===== src/rtl/exmem_buffer.sv =====
// exmem_buffer -- LEGv8 execute-to-memory pipeline buffer.
//
// Captures the ALU result, zero flag, store data, destination register and
// memory/writeback control bits from execute under a valid/ready handshake.
// It holds them for the memory stage, so a stalled memory access
// back-pressures execute without losing an entry. It also produces the CBZ
// branch-taken decision from the buffered zero flag.
//
// Build option: EXMEM_SKID_EN
//   defined   - two entries (main + skid); in_ready comes from registers only.
//   undefined - one entry; in_ready depends combinationally on out_ready.
//
// Ports:
//   clk            rising-edge clock
//   reset          asynchronous, active-low reset
//   flush          synchronous squash of all buffered entries
//   in_valid       execute presents an entry
//   in_ready       buffer can accept an entry this cycle
//   in_result      ALU result (N bits)
//   in_zero        ALU zero flag
//   in_writedata   store data (N bits)
//   in_rd          destination register (5 bits)
//   in_regwrite, in_memread, in_memwrite, in_branch   control bits
//   out_valid      entry presented to the memory stage
//   out_ready      memory stage accepts the entry this cycle
//   out_result, out_writedata, out_zero, out_rd       buffered payload
//   out_regwrite, out_memread, out_memwrite, out_branch  buffered control
//   out_take       out_valid & out_branch & out_zero (CBZ taken)
module exmem_buffer #(
    parameter int N = 64
) (
    input  logic         clk,
    input  logic         reset,
    input  logic         flush,
    input  logic         in_valid,
    output logic         in_ready,
    input  logic [N-1:0] in_result,
    input  logic         in_zero,
    input  logic [N-1:0] in_writedata,
    input  logic [4:0]   in_rd,
    input  logic         in_regwrite,
    input  logic         in_memread,
    input  logic         in_memwrite,
    input  logic         in_branch,
    output logic         out_valid,
    input  logic         out_ready,
    output logic [N-1:0] out_result,
    output logic [N-1:0] out_writedata,
    output logic         out_zero,
    output logic [4:0]   out_rd,
    output logic         out_regwrite,
    output logic         out_memread,
    output logic         out_memwrite,
    output logic         out_branch,
    output logic         out_take
);

    typedef struct packed {
        logic [N-1:0] result;
        logic         zero;
        logic [N-1:0] writedata;
        logic [4:0]   rd;
        logic         regwrite;
        logic         memread;
        logic         memwrite;
        logic         branch;
    } entry_t;

    entry_t in_e;
    entry_t main_q;
    logic   main_v;
    logic   in_xfer;
    logic   out_xfer;

    assign in_e = '{result:    in_result,
                    zero:      in_zero,
                    writedata: in_writedata,
                    rd:        in_rd,
                    regwrite:  in_regwrite,
                    memread:   in_memread,
                    memwrite:  in_memwrite,
                    branch:    in_branch};

    // A flush cycle blocks both transfers; the entries are dropped at the edge.
    assign out_valid = main_v & ~flush;
    assign in_xfer   = in_valid & in_ready;
    assign out_xfer  = out_valid & out_ready;

`ifdef EXMEM_SKID_EN
    entry_t skid_q;
    logic   skid_v;

    // Ready depends only on the skid register, which breaks the out_ready
    // to in_ready path; the skid absorbs the entry accepted while main stalls.
    assign in_ready = ~flush & ~skid_v;

    always_ff @(posedge clk or negedge reset) begin
        if (!reset) begin
            main_v <= 1'b0;
            skid_v <= 1'b0;
            main_q <= '0;
            skid_q <= '0;
        end else if (flush) begin
            main_v <= 1'b0;
            skid_v <= 1'b0;
        end else if (out_xfer) begin
            if (skid_v) begin
                main_q <= skid_q;
                main_v <= 1'b1;
                skid_v <= in_xfer;
                if (in_xfer) begin
                    skid_q <= in_e;
                end
            end else begin
                main_v <= in_xfer;
                if (in_xfer) begin
                    main_q <= in_e;
                end
            end
        end else if (in_xfer) begin
            if (!main_v) begin
                main_q <= in_e;
                main_v <= 1'b1;
            end else begin
                skid_q <= in_e;
                skid_v <= 1'b1;
            end
        end
    end
`else
    assign in_ready = ~flush & (~main_v | out_ready);

    always_ff @(posedge clk or negedge reset) begin
        if (!reset) begin
            main_v <= 1'b0;
            main_q <= '0;
        end else if (flush) begin
            main_v <= 1'b0;
        end else if (in_xfer) begin
            main_q <= in_e;
            main_v <= 1'b1;
        end else if (out_xfer) begin
            main_v <= 1'b0;
        end
    end
`endif

    assign out_result    = main_q.result;
    assign out_zero      = main_q.zero;
    assign out_writedata = main_q.writedata;
    assign out_rd        = main_q.rd;
    assign out_regwrite  = main_q.regwrite;
    assign out_memread   = main_q.memread;
    assign out_memwrite  = main_q.memwrite;
    assign out_branch    = main_q.branch;
    assign out_take      = out_valid & main_q.branch & main_q.zero;

endmodule


===== config.mk =====
export PLATFORM = sky130hd
export DESIGN_NAME = exmem_buffer
export DESIGN_NICKNAME = d
export VERILOG_FILES = /design/src/rtl/exmem_buffer.sv
export SDC_FILE = /design/constraint.sdc
export NUM_CORES = 1
export LEC_CHECK = 0
export CAP_MARGIN = 25
export CORE_MARGIN = 2
export CORE_UTILIZATION = 30
export DETAILED_ROUTE_END_ITERATION = 16
export GPL_TIMING_DRIVEN = 0
export HOLD_SLACK_MARGIN = 0.03
export PLACE_DENSITY = 0.67
export SETUP_SLACK_MARGIN = 0.1
export SLEW_MARGIN = 20
export SYNTH_ARGS = -nofsm -noshare
export SYNTH_HDL_FRONTEND = slang
export SYNTH_SLANG_ARGS = --single-unit

===== constraint.sdc =====
create_clock -name clk -period 1.3 [get_ports clk]
set_input_delay 0.325 -clock clk [delete_from_list [all_inputs] [get_ports clk]]
set_output_delay 0.325 -clock clk [all_outputs]
set_load 0.02 [all_outputs]

# Word level (Yosys, flattened, before mapping)
# Cells that the tools add are included.
# classes
muxes	3
n_bitwise	9
n_reduce_logical	2
# op_table
cell	n
1-bit bitwise AND	6
1-bit 2-to-1 mux	3
3-bit nonzero test	1
1-bit NOT	2
2-bit AND reduction	1
1-bit bitwise OR	1
# word_totals
ff_bits	139
word_cells	23
input_bits	143
output_inout_bits	141

# Depth between registers and ports, before layout
# Gate-level depths: netlist of the first run.
# depth
depth_word	6
depth_mapped	5
depth_no_buf	3

# Worst setup path before layout of the first run
# No wires, ideal clock.
# synth_path
path_kind	reg-to-reg
start	reg main_v
end	reg main_q (netlist bit out_result[30])
period_less_slack_ns	1.470
setup_time_ns	0.125
arrival_time_ns	1.346
slack_ns	-0.170
n_path_buf	2
required_ns	1.175
stages_incl_launch_ff	6
cell_sequence	dfrtp_1 > nor2b_4 > nor3b_4 > buf_4 > buf_6 > mux2_2
# synth_via
elab_chain_len	5
# synth_lines
item	line_no	rtl
start, declared	71	logic main_v;
start signal, assigned	135	main_v <= 1'b0;
start signal, assigned	138	main_v <= 1'b0;
start signal, assigned	141	main_v <= 1'b1;
1-bit NOT	131	assign in_ready = ~flush & (~main_v | out_ready);
1-bit bitwise OR	131	
1-bit bitwise AND	131	
1-bit bitwise AND	86	assign in_xfer = in_valid & in_ready;
2-bit AND reduction (no line)	--	
end signal, assigned	140	main_q <= in_e;
end, declared	70	entry_t main_q;
# No other way between the ends.
# A chain may end at the register's enable or synchronous reset.

# Final worst setup path of the first run
# layout_path
start	reg main_v
end	reg main_q (netlist bit out_writedata[17])
# The elaborated chain is that of the path after synthesis.

==> impl_results.md, run 1 <==
- Outcome: finished with violations
- Violated checks: hold timing, setup timing
- Max_slew headroom: 60.3%
- I/O pin count: 284
- CP Max Fanout: 10
- Clock-pin transition on the worst setup and hold timing paths: 0.06 ns
- Pre-antenna DRT Iters: 4
- Most frequent cells after synthesis: dfrtp_1 (139), mux2_2 (138), buf_6 (13)
- Cell Area, Synth: 5250 µm²
- Worst setup endpoint: out_writedata[17]
- Post-layout net count: 806
- Startpoint types: flop
- Netlist cell types: 10
- Routed via count: 3,941
- Die X-Extent: 136 µm
- CP endpoint kind: flop
- Die Ht: 136 µm
- RSZ-0062 raised after global routing: true
- Core ar.: 17,200 µm²
- # clock sinks: 139
- Post-route clock period utilization: 127%
- RR Endpoint: out_writedata[17]
- Routed WL per cell: 17.4 µm
- H-tree Lvls: 4
- Final setup margin: -0.346 ns
- Starting Density: 30.6%
- Synthesis-to-layout area growth: 87.6%
- Initial antenna violation count: 0
- Ys async rst share: 100%
- Syn nets: 442
- Slowest stage delay, CP: 0.38 ns
- Vias/cell: 4.38
- Deepest clock path buffer count: 2
- Max IR drop VDD: 0.000854 V
- Final Max Slew Viols: 0
- Largest net degree at the start of global routing: 81
- Area fraction of the dominant cell type after synthesis: 66.3%
- Worst r2r src: main_v
- Most numerous cell on the critical path: buf_12
- Synth Register Bits: 139
- Main synth FF type: dfrtp_1
- Area leader, netlist: dfrtp_1
- Count of input and output buffers: 283
- Ys Warns: 0
- CP Cell Sequence: nor2b_4 -> nor3b_4 -> buf_12 -> buf_12 -> buf_6 -> mux2_2
- Hpwl dp: 10.8 mm
- Tightest Hold Check Type: input pin to asynchronous set/reset pin
- Clock root buffer: clkbuf_16
- Post-synth EDFFs: 0
- Min cycle time layout: 1.65 ns
- Crit path launch: main_v
- DIE AREA: 18,600 µm²
- Crit-path slowest cell: dfrtp_1
- Placer Congestion: 0.776
- R2R cell count: 6
- Cell count after synthesis: 299
- Final hold vios: 79
- Final setup viols: 141
- Critical path class: flop to flop
- Worst-Skew Late Latency: 0.41 ns
- GRT Util Overall: 16.0%
- FP Rows: 48
- Total clock buffers created by CTS: 17
- Fin util: 57.3%
- Max cap viols: 0
- Sequential area share after synthesis: 66.3%
- CTS tree: yes
- Post-route ant nets: 0
- Leakage: 4.42 nW
- Remaining DRCs: 0
- Total gr overflow: 0
- WP data required: 1.59 ns
- Iteration-0 DRC Markers: 53
- Dominant cell by count in the synthesized netlist: dfrtp_1
- PD cells: 1540 nW/µm²
- Synth Area per Inst: 17.6 µm²
- Setup TNS: -44.34 ns
- Global-route wire length before repair: 22.3 mm
- Layout cells sized above 1: 58.1%
- Largest cells by area after synthesis: dfrtp_1 (66%), mux2_2 (30%), buf_6 (2.8%)
- Vias in the first global route: 4,299
- FF-to-FF setup slack: -0.35 ns
- Final wirelength: 15.6 mm
- Max Fclk: 608 MHz
- CP arrival: 1.94 ns
- N_diodes: 0
- Skew final: 0.00651 ns
- Fin Hold WS: -0.125 ns
- Transition time of the tightest slew-check pin: 0.596 ns
## worst min-delay path by stage
stage	startpoint	end	slack [ns]	depth (start not counted)
after floorplan	reset	main_v	0.03	0
after global placement	out_result[60]	out_result[60]	0.49	1
final	reset	out_result[30]	-0.12	1
after detailed placement	reset	out_memwrite	0.35	1
after global routing	reset	out_result[30]	-0.07	1
after CTS	reset	out_memwrite	-0.10	1
## cells in the final DEF, fill, tap and decap left out, drive strengths merged
master | netlist | routed
and3 | 1 | 1
clkinv | 0 | 5
mux2 | 138 | 138
nor3b | 1 | 1
dfrtp | 139 | 139
nor2b | 2 | 2
bufinv | 0 | 3
clkbuf | 0 | 21
clkinvlp | 0 | 5
clkdlybuf4s50 | 0 | 140
nor2 | 3 | 3
dlygate4sd2 | 0 | 1
buf | 15 | 216
## state kept, by name (all words and copies together) (netlist names)
name           cells
out_memwrite       1
out_writedata     64
out_result        64
out_zero           1
out_branch         1
out_memread        1
main_v             1
out_rd             5
out_regwrite       1
## report_power, final
| part | internal [mW] | switching [mW] |
|---|---|---|
| Combinational | 2.87 | 1.90 |
| Sequential | 5.07 | 0.542 |
| Clock | 2.98 | 1.82 |
## stage by stage
stage / area (µm²) / instances / power (mW) / setup slack, ns / hold slack, ns
floorplan: 5300 / 299 / 7.30 / -0.169 / 0.0294
global placement: 8420 / 807 / 9.52 / -5.45 / 0.489
detailed placement: 8450 / 808 / 9.62 / -0.805 / 0.345
CTS: 9470 / 867 / 15.0 / -0.359 / -0.103
global route: 9850 / 900 / 15.8 / -0.405 / -0.0714
finish: 9850 / 900 / 15.2 / -0.346 / -0.125
## worst max-delay path: cells and delay by family (launching register included)
family / cells / cell delay, ns
muxes: 1 / 0.35
buffers and inverters: 3 / 0.45
and+or+nand+nor: 2 / 0.34
DFF: 1 / 0.38
## cell families (layout without fill, tap and decap cells)
logic type,Yosys count,in the layout,share of synthesized area (%)
buf+inv,15,391,3.03
flops,139,139,66.3
mux,138,138,29.6
simple gates,7,7,1.07
## metal layers
layer	vias to the layer above	wire (µm)	global-route usage [%]	share of wire, %
li1	1787	-	-	-
met1	1948	5510	15.8	35
met2	174	8320	29.3	53
met3	32	1310	6.04	8.4
met4	0	493	7.47	3.2
met5	-	0	0	0
## layout make-up
type	count	area [µm²]
multi-input combinational	145	1750
tap	225	282
timing repair buffer	345	3550
clock inverter	13	153
fill	1374	7330
clock buffer	18	429
sequential	139	3480
buffer	15	205
## timing repair
action / 4_1_cts / 5_1_grt
endpoints found under the setup margin: 279 / 279
endpoints found under the hold margin: 79 / 79
gates resized for setup: 859 / 17
pin swaps: 1 / 1
setup buffers: 28 / 30
cloned: 0 / 3
No activity file was read; power rests on OpenSTA's default activity.
==> run 2, diff against run 1 <==
--- a/config.mk
+++ b/config.mk
@@ -7,11 +7,11 @@
 export LEC_CHECK = 0
 export CAP_MARGIN = 25
 export CORE_MARGIN = 2
-export CORE_UTILIZATION = 30
+export CORE_UTILIZATION = 35
 export DETAILED_ROUTE_END_ITERATION = 16
 export GPL_TIMING_DRIVEN = 0
 export HOLD_SLACK_MARGIN = 0.03
-export PLACE_DENSITY = 0.67
+export PLACE_DENSITY = 0.76
 export SETUP_SLACK_MARGIN = 0.1
 export SLEW_MARGIN = 20
 export SYNTH_ARGS = -nofsm -noshare
==> run 2 against run 1 <==
The run ends with setup timing left. Combinational power increased by 14%. Flip-flop and latch count unchanged. Utilization rose by 16 points. Register-to-register slack hardly changed. Power grew 8.4%. First-iteration DRC count grew to 3.3 times the previous value. Final cell count decreased by 1.0%. Largest power group unchanged. Sequential power grew 0.9%. Clock power grew 12%.
==> impl_results.md, run 2 (synthesis gave the netlist of run 1 again) <==
- Outcome: finished with violations
- Violated checks: setup timing
- Placer Congestion: 0.764 (-1.5%)
- Gate power share: 33.0% (+1.6 points)
- Skew final: 0.00431 ns (-0.00220 ns)
- Clock power frac: 32.6% (+1.0 points)
- Layout cells sized above 1: 59.7% (+1.6 points)
- Synthesis-to-layout area growth: 104%
- Starting Density: 36.0% (+5.4 points)
- Initial antenna violation count: 0 (unchanged)
- Largest net degree at the start of global routing: 83 (+2.5%)
- Hpwl dp: 10.7 mm (-0.68%)
- Tot Pwr: 16.5 mW (+8.4%)
- Tightest Hold Check Type: input pin to flop
- I/O pin count: 284 (unchanged)
- # clock sinks: 139 (unchanged)
- Net Sw Frac: 27.4% (-0.68 points)
- Min cycle time layout: 1.63 ns (-0.0113 ns)
- Routed WL per cell: 20.4 µm (+17%)
- Post-layout net count: 837 (+3.8%)
- H-tree Lvls: 4 (unchanged)
- Global-route wire length before repair: 24.1 mm (+7.7%)
- Final Max Slew Viols: 0 (unchanged)
- Min-Delay Path Depth: 2
- FP Rows: 44 (-8.3%)
- Final setup margin: -0.335 ns (+0.0113 ns)
- Final hold vios: 0 (-100%)
- Post-route ant nets: 0 (unchanged)
- Clock-pin transition on the worst setup and hold timing paths: 0.06 ns (about the same)
- Most frequent cells in the layout: buf_6 (143), clkdlybuf4s50_1 (140), dfrtp_1 (139)
- Remaining DRCs: 0 (unchanged)
- Psw: 4.50 mW (+5.8%)
- Final wirelength: 18.2 mm (+16%)
- Worst-Skew Late Latency: 0.41 ns (about the same)
- PD cells: 1540 nW/µm² (-0.47%)
- Total gr overflow: 0 (unchanged)
- Max_slew headroom: 68.5% (+8.2 points)
- Leakage: 5.04 nW (+14%)
- Dpl cell area: 8400 µm² (-0.61%)
- DIE AREA: 16,000 µm² (-14%)
- RSZ-0062 raised after global routing: true
- Die Ht: 126 µm (-7.2%)
- CP endpoint kind: flop
- Core ar.: 14,600 µm² (-15%)
- P_int: 12.0 mW (+9.5%)
- Deepest clock path buffer count: 2 (unchanged)
- Max IR drop VDD: 0.000953 V (+12%)
- N_diodes: 0 (unchanged)
- Routed via count: 4,151 (+5.3%)
- Transition time of the tightest slew-check pin: 0.473 ns (-0.123 ns)
- Die X-Extent: 126 µm (-7.2%)
- CP Max Fanout: 10 (unchanged)
- Total clock buffers created by CTS: 17 (unchanged)
- Pre-antenna DRT Iters: 4 (unchanged)
- Commonest non-fill, non-tap cell in the layout: buf_6
- R2R cell count: 6 (unchanged)
- Startpoint types: flop
- CP arrival: 1.93 ns (about the same)
- Seq pwr share: 34.4% (-2.6 points)
- Final Instance Area: 10,700 µm² (+9.0%)
- Vias/cell: 4.66 (+6.4%)
- Post-route clock period utilization: 126% (-0.87 points)
- Clock root buffer: clkbuf_16
- Vias in the first global route: 4,336 (+0.86%)
- Count of input and output buffers: 283 (unchanged)
- Pre-CTS setup slack: -0.856 ns (-0.0509 ns)
- Iteration-0 DRC Markers: 176 (+230%)
- Max Fclk: 612 MHz (+0.69%)
- CTS tree: yes
- Max cap viols: 0 (unchanged)
- Final setup viols: 143 (+1.4%)
- Critical path class: flop to flop
- GRT Util Overall: 19.5% (+3.6 points)
- WP data required: 1.59 ns (about the same)
==> run 2: worst paths after layout <==
| kind | to | slack [ns] | start |
|---|---|---|---|
| min reg2reg | out_result[25] | 0.54 | out_result[25] |
| max reg2reg | out_result[6] | -0.33 | main_v |
| min | main_v | 0.41 | flush |
| min in group asynchronous | out_writedata[0] | 0.43 | reset |
| max in group asynchronous | out_result[33] | 0.22 | reset |
| max | out_result[6] | -0.33 | main_v |
==> run 2: routing by layer <==
layer	GRT usage, %	share of wire (%)	vias up
li1	-	-	1844
met1	22.0	38	2090
met2	33.6	52	198
met3	7.76	8.6	19
met4	6.72	1.5	0
met5	0	0	-
==> run 2: what timing repair did <==
item	4_1_cts	5_1_grt
cloned	2	11
hold endpoints to repair	57	0
hold buffers	1	0
endpoints found under the setup margin	279	361
gates resized for setup	914	81
buffers inserted	23	55
pin swaps	1	1
==> run 2: per-stage QoR <==
step / util, % / TNS (ns) / hold WS, ns / instances
2_1_floorplan: - / -20.99 / 0.0294 / 299
3_3_place_gp: 57.3 / -839.08 / 0.488 / 766
3_5_place_dp: 57.6 / -100.77 / 0.277 / 767
4_1_cts: 66.6 / -40.59 / 0.345 / 825
5_1_grt: 73.5 / -49.52 / 0.433 / 891
6_report: 73.5 / -42.04 / 0.413 / 891
==> run 2: power groups by stage <==
stage	sequential, mW	combinational [mW]	clock [mW]
2_1_floorplan	6.42	0.882	0
3_3_place_gp	5.49	4.01	0
3_5_place_dp	5.54	4.08	0
4_1_cts	5.62	4.64	5.42
5_1_grt	5.74	5.68	5.66
6_report	5.67	5.44	5.36
==> run 2: layout make-up <==
class,instances,area [µm²]
clock inverters,11,191
flip-flops and latches,139,3480
well taps,184,230
clock buffers,21,460
plain buffers,15,290
fillers,869,3860
repair buffers,376,3990
multi-input cells,145,2090
==> run 2: critical path, stage by stage, from the launching register on <==
cell and delay, ns:
dfrtp_1 0.38, nor2b_4 0.14, nor3b_4 0.21, buf_6 0.15, buf_12 0.16, buf_12 0.16, mux2_4 0.30
